[config.mk]
export PLATFORM = sky130hd
export DESIGN_NAME = mem_lsu
export DESIGN_NICKNAME = d
export VERILOG_FILES = /design/src/rtl/mem_lsu_pkg.sv /design/src/rtl/lsu_lane_mux.sv /design/src/rtl/mem_lsu.sv
export SDC_FILE = /design/constraint.sdc
export NUM_CORES = 1
export LEC_CHECK = 0
export ABC_AREA = 1
export CORE_ASPECT_RATIO = 1.25
export CORE_MARGIN = 4
export CORE_UTILIZATION = 43
export CTS_BUF_LIST = sky130_fd_sc_hd__clkbuf_4 sky130_fd_sc_hd__clkbuf_8 sky130_fd_sc_hd__clkbuf_16
export DETAILED_ROUTE_END_ITERATION = 6
export GPL_TIMING_DRIVEN = 0
export PLACE_DENSITY = 0.76
export SLEW_MARGIN = 15
export SYNTH_ARGS = -nofsm -noshare
export SYNTH_HDL_FRONTEND = slang
export SYNTH_SLANG_ARGS = --single-unit
[constraint.sdc]
create_clock -name clk -period 4.7 [get_ports clk]
set_input_delay 0.94 -clock clk [delete_from_list [all_inputs] [get_ports clk]]
set_output_delay 0.94 -clock clk [all_outputs]
set_load 0.02 [all_outputs]
[src/rtl/mem_lsu_pkg.sv]
// Shared encodings for the MEM-stage load/store unit.
package mem_lsu_pkg;
  localparam logic [1:0] SZ_BYTE = 2'b00;
  localparam logic [1:0] SZ_HALF = 2'b01;
  localparam logic [1:0] SZ_WORD = 2'b10;

  typedef enum logic {S_IDLE, S_WRITE} state_t;
endpackage

[src/rtl/lsu_lane_mux.sv]
// Little-endian lane steering: load extract/extend and store lane merge.
module lsu_lane_mux
  import mem_lsu_pkg::*;
(
  input  logic [1:0]  size,
  input  logic [1:0]  lane,
  input  logic        is_unsigned,
  input  logic [31:0] mem_word,
  input  logic [31:0] wdata,
  output logic [31:0] load_data,
  output logic [31:0] merge_word
);
  logic [7:0]  byte_sel;
  logic [15:0] half_sel;

  always_comb begin
    byte_sel = mem_word[{lane, 3'b000} +: 8];
    half_sel = lane[1] ? mem_word[31:16] : mem_word[15:0];

    case (size)
      SZ_BYTE: load_data = {{24{~is_unsigned & byte_sel[7]}}, byte_sel};
      SZ_HALF: load_data = {{16{~is_unsigned & half_sel[15]}}, half_sel};
      default: load_data = mem_word;
    endcase

    merge_word = mem_word;
    case (size)
      SZ_BYTE: merge_word[{lane, 3'b000} +: 8] = wdata[7:0];
      SZ_HALF: begin
        if (lane[1]) merge_word[31:16] = wdata[15:0];
        else         merge_word[15:0]  = wdata[15:0];
      end
      default: merge_word = wdata;
    endcase
  end
endmodule

[src/rtl/mem_lsu.sv]
// MEM-stage load/store unit: sub-word loads, two-cycle registered RMW for
// sub-word stores, access error flags and load/store event counters.
module mem_lsu
  import mem_lsu_pkg::*;
#(
  parameter int MEM_AW = 12,
  parameter int CNT_W  = 16
) (
  input  logic             clk,
  input  logic             rst,
  input  logic             req_valid,
  input  logic             req_we,
  input  logic [1:0]       req_size,
  input  logic             req_unsigned,
  input  logic [31:0]      req_addr,
  input  logic [31:0]      req_wdata,
  output logic [31:0]      rdata,
  output logic             stall,
  output logic             misalign_err,
  output logic             range_err,
  output logic [CNT_W-1:0] load_cnt,
  output logic [CNT_W-1:0] store_cnt,
  output logic             DataMemWE,
  output logic [31:0]      DataMemAddr,
  output logic [31:0]      DataMemIn,
  input  logic [31:0]      DataMemOut
);
  state_t      state, state_nxt;
  logic [31:0] merge_q, addr_q;
  logic [31:0] load_data, merge_word;
  logic        active, mis, rng, ok;
  logic        is_load, is_wstore, is_sstore;

  always_comb begin
    active = !rst && (state == S_IDLE) && req_valid;
    mis = (req_size == 2'b11) ||
          ((req_size == SZ_HALF) && req_addr[0]) ||
          ((req_size == SZ_WORD) && (req_addr[1:0] != 2'b00));
    rng = |req_addr[31:MEM_AW];
    ok  = active && !mis && !rng;
    is_load   = ok && !req_we;
    is_wstore = ok && req_we && (req_size == SZ_WORD);
    is_sstore = ok && req_we && (req_size != SZ_WORD);
    misalign_err = active && mis;
    range_err    = active && rng;
  end

  lsu_lane_mux u_lane_mux (
    .size        (req_size),
    .lane        (req_addr[1:0]),
    .is_unsigned (req_unsigned),
    .mem_word    (DataMemOut),
    .wdata       (req_wdata),
    .load_data   (load_data),
    .merge_word  (merge_word)
  );

  always_ff @(posedge clk or posedge rst) begin
    if (rst) state <= S_IDLE;
    else     state <= state_nxt;
  end

  always_comb begin
    state_nxt = state;
    case (state)
      S_IDLE:  if (is_sstore) state_nxt = S_WRITE;
      S_WRITE: state_nxt = S_IDLE;
      default: state_nxt = S_IDLE;
    endcase
  end

  always_comb begin
    rdata       = '0;
    stall       = 1'b0;
    DataMemWE   = 1'b0;
    DataMemAddr = '0;
    DataMemIn   = '0;
    case (state)
      S_IDLE: begin
        if (active) DataMemAddr = {req_addr[31:2], 2'b00};
        if (is_load) rdata = load_data;
        if (is_wstore) begin
          DataMemWE = 1'b1;
          DataMemIn = req_wdata;
        end
        if (is_sstore) stall = 1'b1;
      end
      S_WRITE: begin
        DataMemWE   = 1'b1;
        DataMemAddr = addr_q;
        DataMemIn   = merge_q;
      end
      default: ;
    endcase
  end

  // Merge is registered so the memory read never feeds the write data in one cycle.
  always_ff @(posedge clk or posedge rst) begin
    if (rst) begin
      merge_q   <= '0;
      addr_q    <= '0;
      load_cnt  <= '0;
      store_cnt <= '0;
    end else begin
      if (is_sstore) begin
        merge_q <= merge_word;
        addr_q  <= {req_addr[31:2], 2'b00};
      end
      if (is_load) load_cnt <= load_cnt + CNT_W'(1);
      if (is_wstore || (state == S_WRITE)) store_cnt <= store_cnt + CNT_W'(1);
    end
  end
endmodule

## After elaboration in Yosys (flattened, before gate mapping)

Cells that the tools add are included.

| word-level totals | value |
|---|---|
| bits in registers | 95 |
| latch bits | 0 |
| bits in writable memories | 0 |
| memory bits (read-only) | 0 |
| memories kept | 0 |

| cells by class | value |
|---|---|
| add/sub/neg operators | 3 |
| multipliers | 0 |
| divide/modulo/power cells | 0 |
| $lt $le $gt $ge | 0 |
| eq/ne operators | 4 |
| shifts and indexed selects | 3 |
| muxes and demuxes | 17 |
| bitwise gates (word level) | 4 |
| reduce and logical (&&, ||, !) cells | 22 |

Operators by type and width:

| operator | number |
|---|---|
| case mux 32 bit (2 select lines) | 4 |
| 2-to-1 mux 32 bit | 4 |
| 2-to-1 mux 16 bit | 3 |
| adder 16 x 1 -> 16 bit (second input constant) | 2 |
| bitwise mux 32 bit | 1 |
| variable shift 8 x 7 -> 32 bit (first input constant) | 1 |
| variable part select 32 x 6 -> 8 bit | 1 |
| variable part select 8 x 7 -> 32 bit | 1 |
| OR reduction 20 bit | 1 |
| logical AND 1 bit | 12 |
| negator 5 -> 7 bit | 1 |
| == test 2 bit (second input constant) | 2 |
| logical NOT 1 bit | 4 |
| case mux 1 bit (2 select lines) | 2 |
| logical OR 1 bit | 3 |
| 2-to-1 mux 1 bit | 3 |
| bitwise AND 1 bit | 2 |
| == test 2 x 1 -> 1 bit (second input constant) | 1 |
| logical NOT 2 bit | 1 |
| != test 2 bit (second input constant) | 1 |
| inverter 1 bit | 2 |
| nonzero test 2 bit | 1 |

## Longest topological paths before layout

Gate-level depths: netlist (run 1).

| logic depth | value |
|---|---|
| depth after elaboration | 11 |
| depth in mapped cells | 12 |
| mapped depth without buffers | 10 |

## Modules after synthesis

A second synthesis (run 1) with hierarchy kept.

| second synthesis, totals | value |
|---|---|
| cell total of the unflattened synthesis | 1223 |
| area, all modules | 7404.6 um2 |

Modules (own cells, without submodules):

| module | instances | cells each | area each (um2) | seq. area each (um2) |
|---|---|---|---|---|
| mem_lsu | 1 | 753 | 5293.8 | 2377.3 |
| lsu_lane_mux | 1 | 470 | 2110.8 | 0.0 |

## Worst setup path after synthesis (run 1)

No wires, ideal clock.

| path | value |
|---|---|
| path kind | input port to output port |
| start | in rst |
| end | out DataMemIn[10] |
| data arrival time | 4.274 ns |
| slack | -0.514 ns |
| cell stages on the path | 6 |
| path buffers | 1 |
| cells stage by stage | inv_1 nand3_4 nor2_4 nand4_2 clkbuf_1 o21ai_0 |

| on the way | value |
|---|---|
| cells in the longest elaborated chain, start to end | 9 |

Ends and longest elaborated chain:

| what | line | source |
|---|---|---|
| start, declared | mem_lsu.sv:10 | `input logic rst,` |
| logical NOT 1 bit (no line) | -- |  |
| logical AND 1 bit (2 in a row) | mem_lsu.sv:35 | `active = !rst && (state == S_IDLE) && req_valid;` |
| logical AND 1 bit (2 in a row) | mem_lsu.sv:40 | `ok = active && !mis && !rng;` |
| logical AND 1 bit (2 in a row) | mem_lsu.sv:42 | `is_wstore = ok && req_we && (req_size == SZ_WORD);` |
| 2-to-1 mux 32 bit | mem_lsu.sv:82 | `if (is_wstore) begin` |
| case mux 32 bit (2 select lines) | mem_lsu.sv:78 | `case (state)` |
| end, declared | mem_lsu.sv:25 | `output logic [31:0] DataMemIn,` |

No other way between the ends.

## Worst setup path in the final report (run 1)

| path | value |
|---|---|
| start | in req_addr[1] |
| end | out rdata[23] |

| on the way | value |
|---|---|
| cells in the longest elaborated chain, start to end | 9 |
| elaborated cells between the ends (all ways) | 14 |
| classes of those cells | shift: 1; mux: 4; bitwise: 2; reduce/logical: 7 |

Ends and longest elaborated chain:

| what | line | source |
|---|---|---|
| start, declared | mem_lsu.sv:15 | `input logic [31:0] req_addr,` |
| branches (longest 7 deep; another with variable part select 32 x 6 -> 8 bit) | -- |  |
| 2-to-1 mux 32 bit * | mem_lsu.sv:81 | `if (is_load) rdata = load_data;` |
| 2-to-1 mux 32 bit * | mem_lsu.sv:78 |  |
| end, declared | mem_lsu.sv:17 | `output logic [31:0] rdata,` |

Every way passes the cells marked *.

==> results of run 1 <==
-- metal layers --
layer  up-vias  GRT usage  part of all wire  wire (µm)
li1       3967          -                 -          -
met1      3683      0.361              0.42      10900
met2       364      0.458              0.47      12300
met3        63     0.0545             0.071       1870
met4         0      0.132             0.046       1220
met5         -          0                 0          0
-- stage by stage --
stage               instances  setup TNS (ps)  hold slack, ps
finish                   1558               0             466
CTS                      1558               0             470
detailed placement       1541          -23140             452
floorplan                1092               0             436
global placement         1539         -125390             448
global route             1558               0             492
-- logic make-up (layout without fill, tap and decap cells) --
group	count (synthesis)	after routing	share of synthesized area
buffers and inverters	196	446	0.123
AOI/OAI and AO/OA	200	200	0.162
other	1	2	0.000530
DFF	95	95	0.336
xor gates and xnor gates	25	25	0.0310
and+or+nand+nor	567	567	0.335
adders and majority gates	7	7	0.0124
-- worst max-delay path, delay by kind of cell --
kind,cells,cell delay (ps)
compound gates,1,120
fa+ha+maj,1,270
buf+inv,6,1790
simple gates,4,520
-- state kept, by name (all words and copies together) (netlist names) --
name,flops
merge_q,32
addr_q,30
load_cnt,16
store_cnt,16
state,1
-- how the worst min path moves through the flow --
stage / from / to
2_1_floorplan: addr_q[12] / addr_q[12]
3_3_place_gp: addr_q[19] / addr_q[19]
3_5_place_dp: addr_q[23] / addr_q[23]
4_1_cts: addr_q[13] / addr_q[13]
5_1_grt: addr_q[15] / addr_q[15]
6_report: addr_q[13] / addr_q[13]
-- cell usage in the layout, fill, tap and decap left out, types with 4 or more instances in the layout --
master,instances
clkbuf_1,20
nand2_1,390
nor3_1,9
xnor2_1,13
nand3_1,67
o21ai_0,94
o211ai_1,25
dfrtp_1,95
buf_2,13
o22ai_1,6
nand2_2,5
buf_6,10
buf_1,6
o221ai_1,5
a21oi_1,35
o31ai_1,8
xor2_1,12
nor2_4,4
a22oi_1,5
nor2_1,69
o21ai_1,15
clkbuf_16,9
nand4_1,9
o21ai_2,7
ha_1,6
inv_2,6
clkdlybuf4s50_1,213
inv_1,126
dlymetal6s2s_1,18
buf_4,10
-- what timing repair did --
item | CTS | global route
pin swaps | 0 | 0
resized for setup | 2 | 23
cloned | 1 | 0
hold buffers | 0 | 0
setup endpoints to repair | 66 | 44
buffers inserted | 1 | 0
-- area by class of cell --
cell class,instances,area [µm²]
timing repair buffer,234,2400
clock inverter,6,90.1
timing repair inverter,1,5.00
fill,1486,6120
buffer,60,353
sequential,95,2380
multi-input combinational,801,3830
inverter,135,518
tap,216,270
clock buffer,10,233
-- power breakdown --
group          total [mW]  internal (mW)  switching, mW
Clock               0.805          0.476          0.330
Sequential          0.817          0.817    0.000000810
Combinational       0.376          0.156          0.220
Total                2.00           1.45          0.550
==> results.md, run 1 <==
* Yosys warnings at 0
* Hold Path Class: register to register
* Period minus WS final at around 4600 ps
* Sequential area share after synthesis at 0.336
* End of the critical path: rdata[23]
* Crit path arrival time at around 3700 ps
* Final Instance Area at roughly 10,000 µm²
* Count of cell types in the netlist at 39
* FF+latch count, synth at 95
* H-tree levels at 3
* Starting Density at 0.436
* Routed WL at around 26 mm
* Initial antenna violation count at 0
* First-pass GRT wire length at 40.9 mm
* Synth Area per Inst at between 6 and 7 µm²
* LEAKAGE at 5.12 nW
* Slowest cell on the critical path: clkdlybuf4s50_1
* Core footprint at about 16,000 µm²
* Flop2flop setup slack at 2840 ps
* Post-layout power at between 1.5 and 2 mW
* Number of remaining DRC errors at 0
* Relative slew slack at 0.499
* Period utilization at 0.978
* Placed Area at about 9700 µm²
* Area leader, netlist: dfrtp_1
* Clk sinks at 95
* Cells along the critical path: clkdlybuf4s50_1 > buf_4 > inv_4 > ha_2 > o21ai_2 > nor2_4 > and2_1 > buf_6 > buf_4 > nand3_1 > nor2_1 > clkdlybuf4s50_1
* Most frequent cell after synthesis: nand2_1
* Gr ovfl total at 0
* Worst-Margin Slew at 746 ps
* Vias per inst at 5.18
* Number of synthesized flops with an enable pin at 0
* P&R area growth vs syn at 42.6%
* Slowest stage delay, CP at 620 ps
* Maxcap violations at 0
* Syn Inst Count at roughly 1,100
* Endpoints failing setup at 0
* Fmax achieved at 0.218 GHz
* Largest net degree at the start of global routing at 36
* Initial DRC count at around 660
* Detailed Place HPWL at 21.1 mm
* Area of the die at 18,600 µm²
* Pins over their slew limit at 0
* Vias in the first global route at 7,764
* Nets@finish at 1,447
* # port buffers at 231
* Fin Clk Skew at 10.9 ps
* Antenna violation net count after detailed routing at 0
* Max VDD drop at roughly 0.13 mV
* Top cell type's share of synthesized area at 0.336
* Post-route setup slack at a little over 100 ps
* Cell area after synthesis at between 7000 and 8000 µm²
* Worst r2r src: state
* Async set-reset flop share out of synthesis at 1.00
* Worst-path maximum fanout at 21
* Root Buffer: clkbuf_16
* Drt first pass iters at 5
* Crit end category: output port
* Kind of critical path: input pin to output port
* FF-to-FF path depth at 9
* Clock-pin slew on the worst setup and hold paths at ~70 ps
* Hold path depth at 2
* Largest cells by area after synthesis: dfrtp_1 34%, nand2_1 21%, o21ai_0 6.8%, inv_1 6.7%, nand3_1 4.7%
* Core Rows at 52
* Total CTS buffers at 9
* Fin util at 0.622
* GRT Util Overall at 0.282
* Critical path launch point type: input pin
* DR WL/cell at roughly 17 µm
* Critical Path RT at around 3800 ps
* Post-synth top cells: 390 x nand2_1, 127 x inv_1, 96 x o21ai_0
* Worst Setup SP: req_addr[1]
* Outcome: complete, no violations
* Critical R2R Capture: store_cnt[15]
* Final Hold Viols at 0
* Io pins at between 200 and 250
* Routed vias at about 8,000
* RSZ-0062 raised after global routing: false
* Main synth FF type: dfrtp_1
* CTS max path bufs at 2
* Gpl congestion at between 1 and 1.5
* Dpl ws at -550 ps
* Clock latency on the worst-skew pair at approximately 350 ps
* Cell area power density at just under 200 nW/µm²
* Die height at 151 µm
* CTS tree: done
* Share of layout cells above drive strength 1 at 0.0678
* ANT cells at 0
* Die Wd at around 120 µm
Note: power is estimated with default switching activity, not from simulation.
==> run 2: changes to the inputs <==
- CTS_CLUSTER_DIAMETER: not set -> 100
==> results of run 2 <==
The final DEF is identical to that of run 1; final timing and power are the same.
==> run 3: changes to the inputs <==
- ABC_AREA: 1 -> 0
- CELL_PAD_IN_SITES_DETAIL_PLACEMENT: not set -> 1
- CELL_PAD_IN_SITES_GLOBAL_PLACEMENT: not set -> 2
- CORE_UTILIZATION: 43 -> 23
- PLACE_DENSITY: 0.76 -> 0.75
- clock period: 4.7 -> 4.04 ns (I/O delays scaled with it)
==> results.md, run 3 <==
* Outcome: complete, no violations (unchanged)
* Most frequent cell after synthesis: dfrtp_1 (was nand2_1)
* CTS tree: done (unchanged)
* H-tree levels at 3 (unchanged)
* Max VDD drop at 0.158 mV (was 0.128 mV)
* TNS Setup at 0 ps (unchanged)
* Gpl congestion at 0.836 (was 1.02)
* Cells along the critical path: clkdlybuf4s50_1 > nor3b_4 > buf_4 > buf_4 > clkbuf_1 > a22o_1 > clkdlybuf4s50_1 (was clkdlybuf4s50_1 > buf_4 > inv_4 > ha_2 > o21ai_2 > nor2_4 > and2_1 > buf_6 > buf_4 > nand3_1 > nor2_1 > clkdlybuf4s50_1)
* GRT Util Overall at 0.190 (was 0.282)
* LEAKAGE at 4.09 nW (was 5.12 nW)
* Pins over their slew limit at 0 (unchanged)
* Die Wd at 150 µm (was 123 µm)
* Dpl cells at 1,191 (was 1,541)
* Slowest stage delay, CP at 610 ps (was 620 ps)
* Drt first pass iters at 4 (was 5)
* Main synth FF type: dfrtp_1 (unchanged)
* Clk sinks at 95 (unchanged)
* Commonest non-fill, non-tap cell in the layout: clkdlybuf4s50_1 (was nand2_1)
* Kind of critical path: input pin to output port (unchanged)
* # port buffers at 231 (unchanged)
* Die height at 186 µm (was 151 µm)
* FF+latch count, synth at 95 (unchanged)
* Area of the die at 28,000 µm² (was 18,600 µm²)
* Largest regs: merge_q x32, addr_q x30 (unchanged)
* First-pass GRT wire length at 40.1 mm (was 40.9 mm)
* Share of layout cells above drive strength 1 at 0.127 (was 0.0678)
* Syn Inst Count at 628 (was 1,091)
* Vias in the first global route at 6,446 (was 7,764)
* Number of remaining DRC errors at 0 (unchanged)
* Crit end category: output port (unchanged)
* Number of synthesized flops with an enable pin at 0 (unchanged)
* Maxcap violations at 0 (unchanged)
* Relative slew slack at 0.442 (was 0.499)
* Yosys warnings at 0 (unchanged)
* Sequential area share after synthesis at 0.408 (was 0.336)
* Io pins at 235 (unchanged)
* Root Buffer: clkbuf_16 (unchanged)
* Cell area after synthesis at 5830 µm² (was 7070 µm²)
* Endpoints failing setup at 0 (unchanged)
* Routed vias at 6,103 (was 8,077)
* RSZ-0062 raised after global routing: true (was false)
* Detailed Place HPWL at 21.1 mm (about the same)
* Most frequent cells in the layout: 163 x clkdlybuf4s50_1, 95 x dfrtp_1, 88 x nand2_1 (was 390 x nand2_1, 213 x clkdlybuf4s50_1, 126 x inv_1)
* Final Hold Viols at 0 (unchanged)
* Period utilization at 0.982
* Vias per inst at 5.01 (was 5.18)
* Critical path launch point type: input pin (unchanged)
* Number of flip-flops under the largest register name at 32 (unchanged)
* Antenna violation net count after detailed routing at 0 (unchanged)
* Period minus WS final at roughly 4000 ps
* Clock latency on the worst-skew pair at 360 ps (was 350 ps)
* Total CTS buffers at 9 (unchanged)
* Nets@finish at 992 (was 1,447)
* Synth Area per Inst at 9.28 µm² (was 6.48 µm²)
* Initial antenna violation count at 2 (was 0)
* Fin Clk Skew at 15.1 ps (was 10.9 ps)
* Reg with most FFs: merge_q (unchanged)
* Top cell type's share of synthesized area at 0.408 (was 0.336)
* CTS max path bufs at 2 (unchanged)
* Post-synth top cells: 95 x dfrtp_1, 88 x nand2_1, 62 x a22o_1 (was 390 x nand2_1, 127 x inv_1, 96 x o21ai_0)
* Area leader, netlist: dfrtp_1 (unchanged)
* Async set-reset flop share out of synthesis at 1.00 (unchanged)
* Hold Path Class: register to register (unchanged)
* Layout fillers at 2,902 (was 1,486)
* Count of cell types in the netlist at 55 (was 39)
* Largest cells by area after synthesis: dfrtp_1 41%, a22o_1 9.3%, nand2_1 5.7%, xnor2_1 4.2%, and2_1 2.4% (was dfrtp_1 34%, nand2_1 21%, o21ai_0 6.8%, inv_1 6.7%, nand3_1 4.7%)
* Initial DRC count at 307 (was 661)
* Core footprint at 24,700 µm² (was 16,200 µm²)
* Cell area power density at 250 nW/µm² (was 198 nW/µm²)
* Largest net degree at the start of global routing at 57 (was 36)
* P&R area growth vs syn at 54.1% (was 42.6%)
* Starting Density at 0.235 (was 0.436)
* DR WL/cell at 22.1 µm (was 16.9 µm)
* Fmax achieved at between 0.2 and 0.3 GHz
* Worst-path maximum fanout at 10 (was 21)
* Fin cells at 1,219 (was 1,558)
* Slowest cell on the critical path: clkdlybuf4s50_1 (unchanged)
* Gr ovfl total at 0 (unchanged)
* Critical Path RT at 3230 ps (was 3760 ps)
* Fin util at 0.363 (was 0.622)
* Crit path arrival time at 3160 ps (was 3660 ps)
* Core Rows at 64 (was 52)
* Routed WL at 26.9 mm (was 26.3 mm)
* WHS at 473 ps (was 466 ps)
* Worst-Margin Slew at 835 ps (was 746 ps)
* Clock-pin slew on the worst setup and hold paths at 80 ps (was 70 ps)
[run 3: area by class of cell]
class / instances / area (µm²) / area share
clock inverters: 7 / 81.3 / 0.00906
inverters: 26 / 103 / 0.0114
well taps: 330 / 413 / 0.0460
diodes: 2 / 5.00 / 0.000557
clock buffers: 9 / 225 / 0.0251
plain buffers: 48 / 249 / 0.0277
repair buffers: 245 / 2290 / 0.255
flip-flops and latches: 95 / 2380 / 0.265
multi-input cells: 457 / 3240 / 0.360
[run 3: worst paths after layout]
kind / endpoint / cells past startpoint / from / slack, ps
max in group asynchronous: merge_q[6] / 3 / rst / 2470
worst max register to register: merge_q[18] / 11 / state / 1570
min in group asynchronous: addr_q[24] / 2 / rst / 920
worst max-delay path: DataMemAddr[19] / 7 / rst / 70
worst min register to register: load_cnt[15] / 1 / load_cnt[15] / 470
worst min-delay path: load_cnt[15] / 1 / load_cnt[15] / 470
[run 3: report_power, final]
group	leakage, nW	switching (mW)	total, mW	internal, mW
Clock	0.150	0.458	0.902	0.444
Sequential	1.33	0.000000757	0.950	0.950
Combinational	2.61	0.216	0.397	0.181
[run 3: layer usage]
metal | part of all wire | GRT usage | vias to the layer above
li1 | - | - | 2831
met1 | 0.42 | 0.246 | 3051
met2 | 0.50 | 0.320 | 180
met3 | 0.046 | 0.0314 | 41
met4 | 0.032 | 0.0622 | 0
met5 | 0 | 0 | -
[run 3: cell families after synthesis]
family,Yosys count,share of synthesized area
adder cells (fa/ha/maj),7,0.0150
AO/OA/AOI/OAI,202,0.259
XOR/XNOR,30,0.0451
other,1,0.000644
AND/OR/NAND/NOR,194,0.175
buffers and inverters,77,0.0543
multiplexers,22,0.0425
flip-flops,95,0.408
[run 3: per-stage QoR]
| stage | power [mW] | area, µm² | setup WS (ps) |
|---|---|---|---|
| after floorplan | 1.13 | 5830 | 391 |
| after detailed placement | 1.35 | 8590 | -1420 |
| after global routing | 2.35 | 8980 | -37.0 |
| final | 2.25 | 8980 | 71.2 |
| after CTS | 2.27 | 9010 | 2.82 |
| after global placement | 1.35 | 8550 | -1360 |
[run 3: worst max-delay path: cells and delay by family]
kind	cells	cell delay, ps
AOI/OAI and AO/OA	1	230
buffers and inverters	5	1800
and+or+nand+nor	1	330
[run 3: what timing repair did]
action / in CTS / in global routing
cloned: 0 / 0
setup endpoints to repair: 66 / 38
pin swaps: 8 / 2
setup buffers: 12 / 1
hold buffers: 0 / 0
gates resized for setup: 97 / 83
